## src/rtl/vga_pattern_gen.sv

```systemverilog
// VGA test-pattern generator: colour bars, checkerboard, grid and a
// bouncing box, re-timed so RGB and sync leave together at latency 2.
//
// Ports:
//   clk, reset            pixel clock, async active-high reset
//   hsync_in, vsync_in    sync from the timing generator
//   display_on            visible-area flag aligned with hpos/vpos
//   hpos, vpos            current pixel / line position (10 bits)
//   mode_next             one-cycle request to step to the next pattern
//   VGA_HS, VGA_VS        sync delayed by two cycles
//   VGA_R, VGA_G, VGA_B   registered 4-bit colour
//   mode                  active pattern (0 bars, 1 checker, 2 grid, 3 box)
//   frame_cnt             8-bit wrapping frame counter
module vga_pattern_gen #(
    parameter int   H_ACTIVE  = 640,
    parameter int   V_ACTIVE  = 480,
    parameter int   BOX       = 32,
    parameter logic SYNC_IDLE = 1'b1
) (
    input  logic       clk,
    input  logic       reset,
    input  logic       hsync_in,
    input  logic       vsync_in,
    input  logic       display_on,
    input  logic [9:0] hpos,
    input  logic [9:0] vpos,
    input  logic       mode_next,
    output logic       VGA_HS,
    output logic       VGA_VS,
    output logic [3:0] VGA_R,
    output logic [3:0] VGA_G,
    output logic [3:0] VGA_B,
    output logic [1:0] mode,
    output logic [7:0] frame_cnt
);

    localparam logic [1:0] MODE_BARS  = 2'd0;
    localparam logic [1:0] MODE_CHECK = 2'd1;
    localparam logic [1:0] MODE_GRID  = 2'd2;
    localparam logic [1:0] MODE_BOX   = 2'd3;

    localparam logic [9:0]  H_LAST = 10'(H_ACTIVE - 1);
    localparam logic [9:0]  V_LAST = 10'(V_ACTIVE - 1);
    localparam logic [9:0]  V_TICK = 10'(V_ACTIVE);
    localparam logic [9:0]  MAX_X  = 10'(H_ACTIVE - BOX);
    localparam logic [9:0]  MAX_Y  = 10'(V_ACTIVE - BOX);
    localparam logic [10:0] BOX_W  = 11'(BOX);

    // Sync delay line, two stages to match the colour pipeline.
    logic [1:0]  hs_q, hs_d;
    logic [1:0]  vs_q, vs_d;

    // Pixel pipeline.
    logic [11:0] color_q, color_d;
    logic        de_q, de_d;
    logic [11:0] rgb_q, rgb_d;

    // Frame-level state.
    logic [1:0]  mode_q, mode_d;
    logic        pending_q, pending_d;
    logic [7:0]  frame_cnt_q, frame_cnt_d;
    logic [9:0]  box_x_q, box_x_d;
    logic [9:0]  box_y_q, box_y_d;
    logic        dir_x_q, dir_x_d;
    logic        dir_y_q, dir_y_d;

    logic        frame_tick;
    logic        advance;

    // Pattern helpers.
    logic [2:0]  bar_col;
    logic [2:0]  bar_idx;
    logic        checker_on;
    logic        grid_on;
    logic        in_box;

    // Returns {dir, pos} after one step of a bouncing axis.
    function automatic logic [10:0] bounce(
        input logic [9:0] pos,
        input logic       dir,
        input logic [9:0] max_pos
    );
        logic [10:0] r;
        if (dir && (pos >= max_pos)) begin
            r = {1'b0, pos - 10'd2};
        end else if (!dir && (pos == 10'd0)) begin
            r = {1'b1, 10'd2};
        end else if (dir) begin
            r = {1'b1, pos + 10'd2};
        end else begin
            r = {1'b0, pos - 10'd2};
        end
        return r;
    endfunction

    // The first pixel of the first blanking line marks the frame boundary,
    // independent of sync polarity.
    assign frame_tick = (hpos == 10'd0) && (vpos == V_TICK);
    assign advance    = frame_tick && (pending_q || mode_next);

    always_comb begin
        hs_d = {hs_q[0], hsync_in};
        vs_d = {vs_q[0], vsync_in};
    end

    always_comb begin
        mode_d      = mode_q;
        pending_d   = pending_q;
        frame_cnt_d = frame_cnt_q;
        {dir_x_d, box_x_d} = {dir_x_q, box_x_q};
        {dir_y_d, box_y_d} = {dir_y_q, box_y_q};

        if (frame_tick) begin
            frame_cnt_d = frame_cnt_q + 8'd1;
            {dir_x_d, box_x_d} = bounce(box_x_q, dir_x_q, MAX_X);
            {dir_y_d, box_y_d} = bounce(box_y_q, dir_y_q, MAX_Y);
            // A request landing on the tick itself is consumed here.
            pending_d = 1'b0;
            if (advance) begin
                mode_d = mode_q + 2'd1;
            end
        end else if (mode_next) begin
            pending_d = 1'b1;
        end
    end

    always_comb begin
        // Column index equals hpos/80, saturating at 7 past the last bar.
        bar_col = 3'd0;
        for (int i = 1; i < 8; i++) begin
            if (hpos >= 10'(i * 80)) begin
                bar_col = 3'(i);
            end
        end
        bar_idx = 3'd7 - bar_col;

        checker_on = hpos[5] ^ vpos[5];

        grid_on = ((hpos % 10'd80) == 10'd0)
               || ((vpos % 10'd60) == 10'd0)
               || (hpos == H_LAST)
               || (vpos == V_LAST);

        // Widened so box + BOX cannot wrap near the right/bottom edge.
        in_box = ({1'b0, hpos} >= {1'b0, box_x_q})
              && ({1'b0, hpos} <  ({1'b0, box_x_q} + BOX_W))
              && ({1'b0, vpos} >= {1'b0, box_y_q})
              && ({1'b0, vpos} <  ({1'b0, box_y_q} + BOX_W));

        color_d = 12'h000;
        unique case (mode_q)
            MODE_BARS: begin
                color_d = {{4{bar_idx[2]}},
                           {4{bar_idx[1]}},
                           {4{bar_idx[0]}}};
            end
            MODE_CHECK: begin
                color_d = checker_on ? 12'hFFF : 12'h000;
            end
            MODE_GRID: begin
                color_d = grid_on ? 12'hFFF : 12'h003;
            end
            MODE_BOX: begin
                color_d = in_box ? 12'hF00 : 12'h000;
            end
            default: begin
                color_d = 12'h000;
            end
        endcase

        de_d  = display_on;
        rgb_d = de_q ? color_q : 12'h000;
    end

    always_ff @(posedge clk or posedge reset) begin
        if (reset) begin
            hs_q        <= {2{SYNC_IDLE}};
            vs_q        <= {2{SYNC_IDLE}};
            color_q     <= 12'h000;
            de_q        <= 1'b0;
            rgb_q       <= 12'h000;
            mode_q      <= MODE_BARS;
            pending_q   <= 1'b0;
            frame_cnt_q <= 8'd0;
            box_x_q     <= 10'd0;
            box_y_q     <= 10'd0;
            dir_x_q     <= 1'b1;
            dir_y_q     <= 1'b1;
        end else begin
            hs_q        <= hs_d;
            vs_q        <= vs_d;
            color_q     <= color_d;
            de_q        <= de_d;
            rgb_q       <= rgb_d;
            mode_q      <= mode_d;
            pending_q   <= pending_d;
            frame_cnt_q <= frame_cnt_d;
            box_x_q     <= box_x_d;
            box_y_q     <= box_y_d;
            dir_x_q     <= dir_x_d;
            dir_y_q     <= dir_y_d;
        end
    end

    assign VGA_HS    = hs_q[1];
    assign VGA_VS    = vs_q[1];
    assign VGA_R     = rgb_q[11:8];
    assign VGA_G     = rgb_q[7:4];
    assign VGA_B     = rgb_q[3:0];
    assign mode      = mode_q;
    assign frame_cnt = frame_cnt_q;

endmodule

```

## config.mk

```make
export PLATFORM = sky130hd
export DESIGN_NAME = vga_pattern_gen
export DESIGN_NICKNAME = d
export VERILOG_FILES = /design/src/rtl/vga_pattern_gen.sv
export SDC_FILE = /design/constraint.sdc
export NUM_CORES = 1
export LEC_CHECK = 0
export BUFFER_PORTS_ARGS = -buffer_cell sky130_fd_sc_hd__buf_2
export CAP_MARGIN = 25
export CORE_ASPECT_RATIO = 1.1
export CORE_MARGIN = 1
export CORE_UTILIZATION = 54
export CTS_BUF_LIST = sky130_fd_sc_hd__clkbuf_8
export DETAILED_ROUTE_END_ITERATION = 10
export GPL_TIMING_DRIVEN = 0
export PLACE_DENSITY = 0.78
export RECOVER_POWER = 100
export SLEW_MARGIN = 20
export SYNTH_ARGS = -nofsm -noshare
export SYNTH_HDL_FRONTEND = slang
export SYNTH_SLANG_ARGS = --single-unit
```

## constraint.sdc

```tcl
create_clock -name clk -period 5.6 [get_ports clk]
set_clock_uncertainty 0.2 [all_clocks]
set_input_delay 0.84 -clock clk [delete_from_list [all_inputs] [get_ports clk]]
set_output_delay 0.84 -clock clk [all_outputs]
set_load 0.05 [all_outputs]
```

======== Yosys cells after proc, flatten, opt, wreduce, memory -nomap -nowiden ========
Index checks and enable logic that the tools add are counted.
storage, ports and cells
  logic and storage cells ................. 86
  bits in registers ....................... 62
cells by class
  reductions and logical operators ........ 23
  equal/unequal tests ..................... 6
  bitwise gates (word level) .............. 1
  magnitude comparators ................... 13
  div/mod/pow operators ................... 2
  muxes and demuxes ....................... 20
  add/sub/neg operators ................... 9
operators by type and width
  kind                                                                                   count
  11-bit two-way mux                                                                     6
  10-bit logical NOT                                                                     5
  12-bit two-way mux                                                                     4
  12-bit one-hot mux with 4 select lines                                                 1
  10-bit by 9-bit greater-or-equal comparator with 1-bit output (second input constant)  4
  10-bit by 6-bit adder with 11-bit output (second input constant)                       2
  10-bit by 11-bit < comparator with 1-bit output                                        2
  10-bit by 2-bit adder with 10-bit output (second input constant)                       2
  10-bit by 9-bit equality test with 1-bit output (second input constant)                2
  10-bit greater-or-equal comparator                                                     2
  10-bit greater-or-equal comparator (second input constant)                             2
  10-bit by 8-bit greater-or-equal comparator with 1-bit output (second input constant)  2
  10-bit by 2-bit subtractor with 10-bit output (second input constant)                  2
  3-bit two-way mux                                                                      6
  10-bit equality test (second input constant)                                           1
  10-bit by 7-bit greater-or-equal comparator with 1-bit output (second input constant)  1
  10-bit by 6-bit remainder unit with 10-bit output (second input constant)              1
  10-bit by 7-bit remainder unit with 10-bit output (second input constant)              1
  1-bit logical AND                                                                      9
  8-bit by 1-bit adder with 8-bit output (second input constant)                         1
  2-bit equality test (second input constant)                                            2
  1-bit logical OR                                                                       4
  1-bit two-way mux                                                                      3
  3-bit subtractor (first input constant)                                                1
  other kinds (7)                                                                        8

======== Depth between registers and ports, before layout ========
Gate-level depths: netlist (run 1).
  depth in word-level cells ............... 10
  mapped depth ............................ 10
  depth with buffers taken out ............ 10

======== Worst setup path before layout (run 1) ========
OpenSTA, ideal clock, no wires.
  path type ............................... input to register
  from .................................... input port vpos[6]
  to ...................................... register color_q[10]
  required time ........................... 5.245 ns
  data arrival time ....................... 2.275 ns
  setup time .............................. 0.155 ns
  path slack .............................. 2.970 ns
  stages on the path ...................... 6
  path through ............................ clkbuf_1 -> or4b_4 -> a211o_1 -> and4_4 -> o211ai_2 -> nand4_1
between the ends
  word-level cells in the longest chain between the ends .. 7
  elaborated cells on any way between the ends .. 13
  those cells by class .................... div: 1; order compare: 2; eq/ne: 1; mux: 3; reduce/logical: 6
ends and longest elaborated chain
  item                                               RTL line  text
  start: declaration                                 26        input logic [9:0] vpos,
  10-bit by 6-bit remainder unit with 10-bit output  140       || ((vpos % 10'd60) == 10'd0)
  10-bit logical NOT                                 140
  1-bit logical OR                                   140
  1-bit logical OR                                   141       || (hpos == H_LAST)
  1-bit logical OR                                   142       || (vpos == V_LAST);
  12-bit two-way mux                                 161       color_d = grid_on ? 12'hFFF : 12'h003;
  12-bit one-hot mux with 4 select lines (*)         151       unique case (mode_q)
  named net color_d[10]                              54        logic [11:0] color_q, color_d;
  end signal: assignment                             192       color_q <= color_d;
  end: declaration                                   54
Mark *: on every way through the listed nets, which the timed path passes. The rest lies on a longest branch.
A chain may end at the register's enable or synchronous reset.

======== Worst setup path in the final report (run 1) ========
  from .................................... input port hpos[3]
  to ...................................... register box_y_q[6]
between the ends
  word-level cells in the longest chain between the ends .. 2
ends and longest elaborated chain
  item                    RTL line  text
  start: declaration      25        input logic [9:0] hpos,
  10-bit logical NOT      98        assign frame_tick = (hpos == 10'd0) && (vpos == V_TICK);
  1-bit logical AND       98
  end signal: assignment  199       box_y_q <= box_y_d;
  end: declaration        63        logic [9:0] box_y_q, box_y_d;
Every way passes these cells.

==> results of run 1 <==
[power by group through the flow]
| stage | Clock (W) | Sequential (W) | Combinational, W |
|---|---|---|---|
| floorplan | 0 | 0.000331 | 0.0000586 |
| global placement | 0 | 0.000328 | 0.0000899 |
| detailed placement | 0 | 0.000328 | 0.0000954 |
| CTS | 0.000259 | 0.000322 | 0.0000963 |
| global route | 0.000278 | 0.000322 | 0.000105 |
| finish | 0.000259 | 0.000322 | 0.0000944 |
[kinds of logic (layout without fill, tap and decap cells)]
family	after synthesis	count (layout)	synth area share (%)
AND/OR/NAND/NOR	154	154	21.8
buffers and inverters	65	123	7.61
flip-flops	44	44	28.7
multiplexers	4	4	1.07
adder cells (fa/ha/maj)	44	44	14.1
AO/OA/AOI/OAI	120	120	21.9
XOR/XNOR	21	21	4.76
[through the flow]
step / cell area, µm² / setup slack [ps]
floorplan: 3860 / 2970
global placement: 4210 / 2250
detailed placement: 4230 / 2250
CTS: 4340 / 2560
global route: 4280 / 1650
finish: 4280 / 1740
[synthesized netlist by cell type (4+ instances only)]
cell	count
o221ai_1	6
nor2b_1	5
xor2_1	6
xnor2_1	15
a22o_1	5
and2_1	8
o31ai_1	5
o21ai_0	28
nor2_1	20
nor4_1	5
inv_1	34
nand4_1	15
ha_1	41
dfstp_2	6
a21oi_1	18
a221oi_1	5
nand2_1	36
buf_2	9
buf_4	8
o21a_1	6
nand2b_1	9
nor3_1	13
dfrtp_1	38
a2111oi_0	4
clkbuf_1	11
nand3_1	21
o22ai_1	7
[layer usage]
layer | GRT usage [%] | up-vias | part of all wire, %
met3 | 3.84 | 22 | 5.3
met5 | 0 | - | 0
met1 | 34.4 | 1718 | 46
met4 | 9.63 | 0 | 1.9
li1 | - | 1769 | -
met2 | 41.5 | 135 | 46
[area by class of cell]
class                           count  share of cell area, %
Clock buffer                        5                   1.61
Clock inverter                      3                   1.08
Inverter                           34                   2.98
Timing Repair Buffer               50                   5.02
Sequential cell                    44                   25.9
Buffer                             31                   3.77
Multi-Input combinational cell    343                   57.3
Tap cell                           82                   2.39
[worst min path at each step]
stage               cells past startpoint                end  slack [ps]
floorplan                               0  hs_q[1]$_DFF_PP1_         150
global placement                        0  vs_q[1]$_DFF_PP1_         150
detailed placement                      0  hs_q[1]$_DFF_PP1_         150
CTS                                     0  vs_q[1]$_DFF_PP1_         160
global route                            0  vs_q[1]$_DFF_PP1_         170
finish                                  0  hs_q[1]$_DFF_PP1_         160
[registers in the layout, indices dropped and copies added (netlist names), 2 cells and up]
register and cells:
hs_q 2, box_x_q 9, box_y_q 9, mode 2
color_q 4, rgb_q 4, frame_cnt 8, vs_q 2
==> metrics.md, run 1 <==
| Metric | Value |
|---|---|
| Outcome | `finished, final reports clean` |
| Yosys cell types | `72` |
| Die extent in x | `82.6 µm` |
| Critical Path, Cell by Cell | `clkbuf_1 -> nor4_1 -> nand4_1 -> nor3_1 -> clkbuf_1 -> clkbuf_1 -> a31oi_1` |
| Crit path to | `box_y_q[6]$_DFFE_PP0P_` |
| Unrepaired setup endpoints after global routing | `no` |
| Gpl congestion | `0.964` |
| Number of global-route vias before repair | `3387` |
| # Post-CTS Setup Buffers | `0` |
| Area leader, netlist | `dfrtp_1` |
| Static Leak | `1.88 nW` |
| Sw Ratio | `27.2%` |
| Mapped Avg Cell Area | `8.54 µm²` |
| CTS Buffer Depth | `2` |
| # IOs | `50` |
| Worst hold path startpoint | `hs_q[0]$_DFF_PP1_` |
| Clock share of power | `38.4%` |
| VDD IR max | `105 µV` |
| ANT nets after route | `0` |
| Cell count after placement | `584` |
| First-pass GRT wire length | `15.2 mm` |
| CTS tree | `done` |
| DR vias | `3644` |
| Power Dens Cells | `158 nW/µm²` |
| Final hold slack | `160 ps` |
| Die area | `7490 µm²` |
| CP peak stage delay | `870 ps` |
| Top post-synthesis cells by area | `dfrtp_1 (25%), ha_1 (13%), dfstp_2 (4.1%), o21ai_0 (3.6%), nand2_1 (3.5%)` |
| Multi-input logic area | `2450 µm²` |
| Worst Max-Slew Pin Slew | `1410 ps` |
| Post-cts sizing count | `0` |
| Most common cell after layout, fill and taps aside | `clkbuf_1` |
| FF+latch count, synth | `44` |
| Seq/Total Area, Yosys | `28.7%` |
| Clk Latency, worst-skew pair | `310 ps` |
| Gr usage total | `25.8%` |
| Drc violations | `0` |
| Core area | `6750 µm²` |
| Tcrit/Tclk final | `69.0%` |
| Total power | `0.000676 W` |
| Root Buffer | `clkbuf_8` |
| Initial antenna violation count | `0` |
| Worst R2R Path Depth | `9` |
| Number of synthesized flops with an enable pin | `0` |
| Most common flop cell mapped by yosys | `dfrtp_1` |
| Setup_tns | `0 ps` |
| Worst R2R End | `color_q[10]$_DFF_PP0_` |
| Fin. Hold Viols | `0` |
| YS warnings | `0` |
| I/O Buffers | `49` |
| WL per Instance | `15.6 µm` |
| Pre-Repair DR Iteration Count | `5` |
| Reg clk slew, reported paths | `90 ps` |
| Routed wire length | `9.22 mm` |
| Worst EP arrival | `3820 ps` |
| Clock sinks | `44` |
| Max cap viols | `0` |
| CP Buf/Inv Count | `3` |
| CP delay by family, top | `simple AND/OR/NAND/NOR gates` |
| CTS hold repair buffers | `0` |
| Worst Setup SP | `hpos[3]` |
| TritonCTS Buffers | `5` |
| Setup crit end kind | `flop` |
| Kind of critical path | `primary input to flop` |
| Rel. slew slack | `5.89%` |
| Logic pwr share | `14.0%` |
| Share of power burned in registers | `47.7%` |
| Register area | `1110 µm²` |
| Share of cells above drive strength 1 | `12.7%` |
| R2r startpoint | `box_x_q[5]$_DFFE_PP0P_` |
| GRT Residual Overflow | `0` |
| Synth-to-Final Area Change | `11.0%` |
| Setup violations, final | `0` |
| Worst reg2reg setup slack | `2610 ps` |
| Synth top area share | `24.6%` |
| Final Util | `63.5%` |
| Die Span Y | `90.7 µm` |
| Sw Pwr | `0.000184 W` |
| Post-Synthesis Cells | `452` |
| Filler instances | `635` |
| H-tree depth | `2` |
| CP max stage cell | `nor3_1` |
| HPWL after DPL | `6.75 mm` |
| Hold crit path type | `flop to flop` |
| Syn_nets | `519` |
| Vias per cell | `6.16` |
| Ys async rst share | `100%` |
| Ant. Diodes | `0` |
| Initial Util | `57.2%` |
| Pint | `0.000491 W` |
| Fmax | `259 MHz` |
| Max Transition Viols Final | `0` |
| Levels on crit path | `7` |
| Commonest cells after routing, fill and taps aside | `clkbuf_1 (43), ha_1 (41), dfrtp_1 (38)` |
| Pin count of the biggest net entering global routing | `27` |
| Post-route non-filler standard cell count | `592` |
| Crit-path max FO | `10` |
| Mapped Area | `3860 µm²` |
| Startpoint types | `primary input` |
| Initial DRC Count | `229` |
| Required time worst endpoint | `5550 ps` |
| Crit-path most repeated cell | `clkbuf_1` |
| Row cnt | `31` |
| Final critical-path required period | `3860 ps` |
| # nets final | `576` |
(Power assumes the default switching activity.)
==> inputs of run 2 (changes only) <==
- clock period: 5.6 -> 3.84 ns (I/O delays scaled with it)
==> metrics.md, run 2 (synthesis results as in run 1) <==
| Metric | Value |
|---|---|
| Crit-path max FO | `10` |
| Die area | `7490 µm²` |
| Tcrit/Tclk final | `86.7%` |
| CP Buf/Inv Count | `3` |
| Hold crit path type | `primary input to async pin` |
| Post-route non-filler standard cell count | `592` |
| Static Leak | `1.88 nW` |
| Sw Ratio | `27.1%` |
| Multi-input logic area | `2450 µm²` |
| Pint | `0.000717 W` |
| Die Span Y | `90.7 µm` |
| Fmax | `300 MHz` |
| Final critical-path required period | `3330 ps` |
| Worst reg2reg setup slack | `870 ps` |
| # nets final | `576` |
| Worst Max-Slew Pin Slew | `1420 ps` |
| Final Util | `63.5%` |
| I/O Buffers | `49` |
| # IOs | `50` |
| Clk Latency, worst-skew pair | `310 ps` |
| R2r startpoint | `box_x_q[5]$_DFFE_PP0P_` |
| Setup_tns | `0 ps` |
| Die extent in x | `82.6 µm` |
| Root Buffer | `clkbuf_8` |
| Max Transition Viols Final | `0` |
| DR vias | `3608` |
| Max cap viols | `0` |
| HPWL after DPL | `6.75 mm` |
| Pin count of the biggest net entering global routing | `27` |
| Initial Util | `57.2%` |
| Unrepaired setup endpoints after global routing | `no` |
| Filler instances | `634` |
| Share of cells above drive strength 1 | `12.9%` |
| Commonest cells after routing, fill and taps aside | `clkbuf_1 (42), ha_1 (41), dfrtp_1 (38)` |
| WL per Instance | `15.6 µm` |
| Logic pwr share | `14.0%` |
| Sw Pwr | `0.000267 W` |
| Worst EP arrival | `3300 ps` |
| Rel. slew slack | `5.45%` |
| Pre-Repair DR Iteration Count | `5` |
| Routed wire length | `9.22 mm` |
| Initial DRC Count | `221` |
| Initial antenna violation count | `0` |
| Crit-path most repeated cell | `clkbuf_1` |
| Setup crit end kind | `flop` |
| Design area | `4290 µm²` |
| Vias per cell | `6.09` |
| Pre-CTS worst setup slack | `758 ps` |
| Synth-to-Final Area Change | `11.0%` |
| GRT Residual Overflow | `0` |
| Ant. Diodes | `0` |
| CTS Buffer Depth | `2` |
| CTS tree | `done` |
| Outcome | `finished, final reports clean` |
| Startpoint types | `primary input` |
| Number of global-route vias before repair | `3387` |
| Critical Path, Cell by Cell | `clkbuf_1 -> nor4_1 -> nand4_1 -> nor3_1 -> clkbuf_1 -> buf_2 -> a31oi_1` |
| First-pass GRT wire length | `15.2 mm` |
| Reg clk slew, reported paths | `100 ps` |
| Cell count after placement | `584` |
| VDD IR max | `152 µV` |
| Required time worst endpoint | `3810 ps` |
| Core area | `6750 µm²` |
| Post-cts sizing count | `0` |
| Kind of critical path | `primary input to flop` |
| Worst R2R End | `color_q[10]$_DFF_PP0_` |
| Fin. Hold Viols | `0` |
| Clock share of power | `38.3%` |
| CP delay by family, top | `simple AND/OR/NAND/NOR gates` |
| Power Dens Cells | `230 nW/µm²` |
| Gpl congestion | `0.964` |
| Setup violations, final | `0` |
| H-tree depth | `2` |
| # Post-CTS Setup Buffers | `0` |
| Share of power burned in registers | `47.7%` |
| CP peak stage delay | `890 ps` |
| Register area | `1110 µm²` |
| Levels on crit path | `7` |
| Gr usage total | `25.8%` |
| Drc violations | `0` |
| ANT nets after route | `0` |
| CP max stage cell | `nor3_1` |
| CTS hold repair buffers | `0` |
| Most common cell after layout, fill and taps aside | `clkbuf_1` |
| Clock sinks | `44` |
| Worst R2R Path Depth | `9` |
| TritonCTS Buffers | `5` |
| Placement Cell Area | `4230 µm²` |
| Row cnt | `31` |
| Setup ws final | `509 ps` |
[run 2: cell count changes in the layout (fill, tap and decap cells not counted), sizes merged]
cell    previous run  this run
buf               37        38
clkbuf            49        48
[run 2: worst reg2reg max path: cells and delay by family (launching register included)]
family	cells	cell delay, ps
simple gates	3	740
flops	1	570
fa+ha+maj	2	490
compound gates	3	740
xor+xnor	1	160
[run 2: power groups by stage]
stage               clock, W  combinational (W)  sequential, W
floorplan                  0          0.0000855       0.000483
global placement           0           0.000131       0.000478
detailed placement         0           0.000139       0.000478
CTS                 0.000378           0.000140       0.000470
global route        0.000405           0.000154       0.000470
finish              0.000376           0.000138       0.000470
[run 2: worst max path at each step]
stage                                start                      to  slack, ps
floorplan           box_x_q[5]$_DFFE_PP0P_   color_q[10]$_DFF_PP0_       1240
global placement                   hpos[3]  box_y_q[6]$_DFFE_PP0P_        750
detailed placement                 hpos[3]  box_y_q[6]$_DFFE_PP0P_        760
CTS                 box_x_q[5]$_DFFE_PP0P_   color_q[10]$_DFF_PP0_        870
global route                       hpos[3]  box_y_q[6]$_DFFE_PP0P_        450
finish                             hpos[3]  box_y_q[6]$_DFFE_PP0P_        510
[run 2: metal layers]
| layer | part of all wire (%) | vias to the layer above | GRT usage (%) |
|---|---|---|---|
| li1 | - | 1767 | - |
| met1 | 47 | 1703 | 34.4 |
| met2 | 46 | 122 | 41.5 |
| met3 | 5.3 | 16 | 3.84 |
| met4 | 1.8 | 0 | 9.63 |
| met5 | 0 | - | 0 |
[run 2: final cells by class]
type                            count  share of cell area, %
Clock inverter                      3                   1.08
Timing Repair Buffer               50                   5.02
Buffer                             31                   3.80
Multi-Input combinational cell    343                   57.3
Inverter                           34                   2.98
Clock buffer                        5                   1.61
Sequential cell                    44                   25.9
Tap cell                           82                   2.39
[run 2: metrics by stage]
step,total power (W),hold slack [ps]
floorplan,0.000569,145
global placement,0.000610,148
global route,0.00103,146
finish,0.000984,158
CTS,0.000988,64.8
detailed placement,0.000618,147
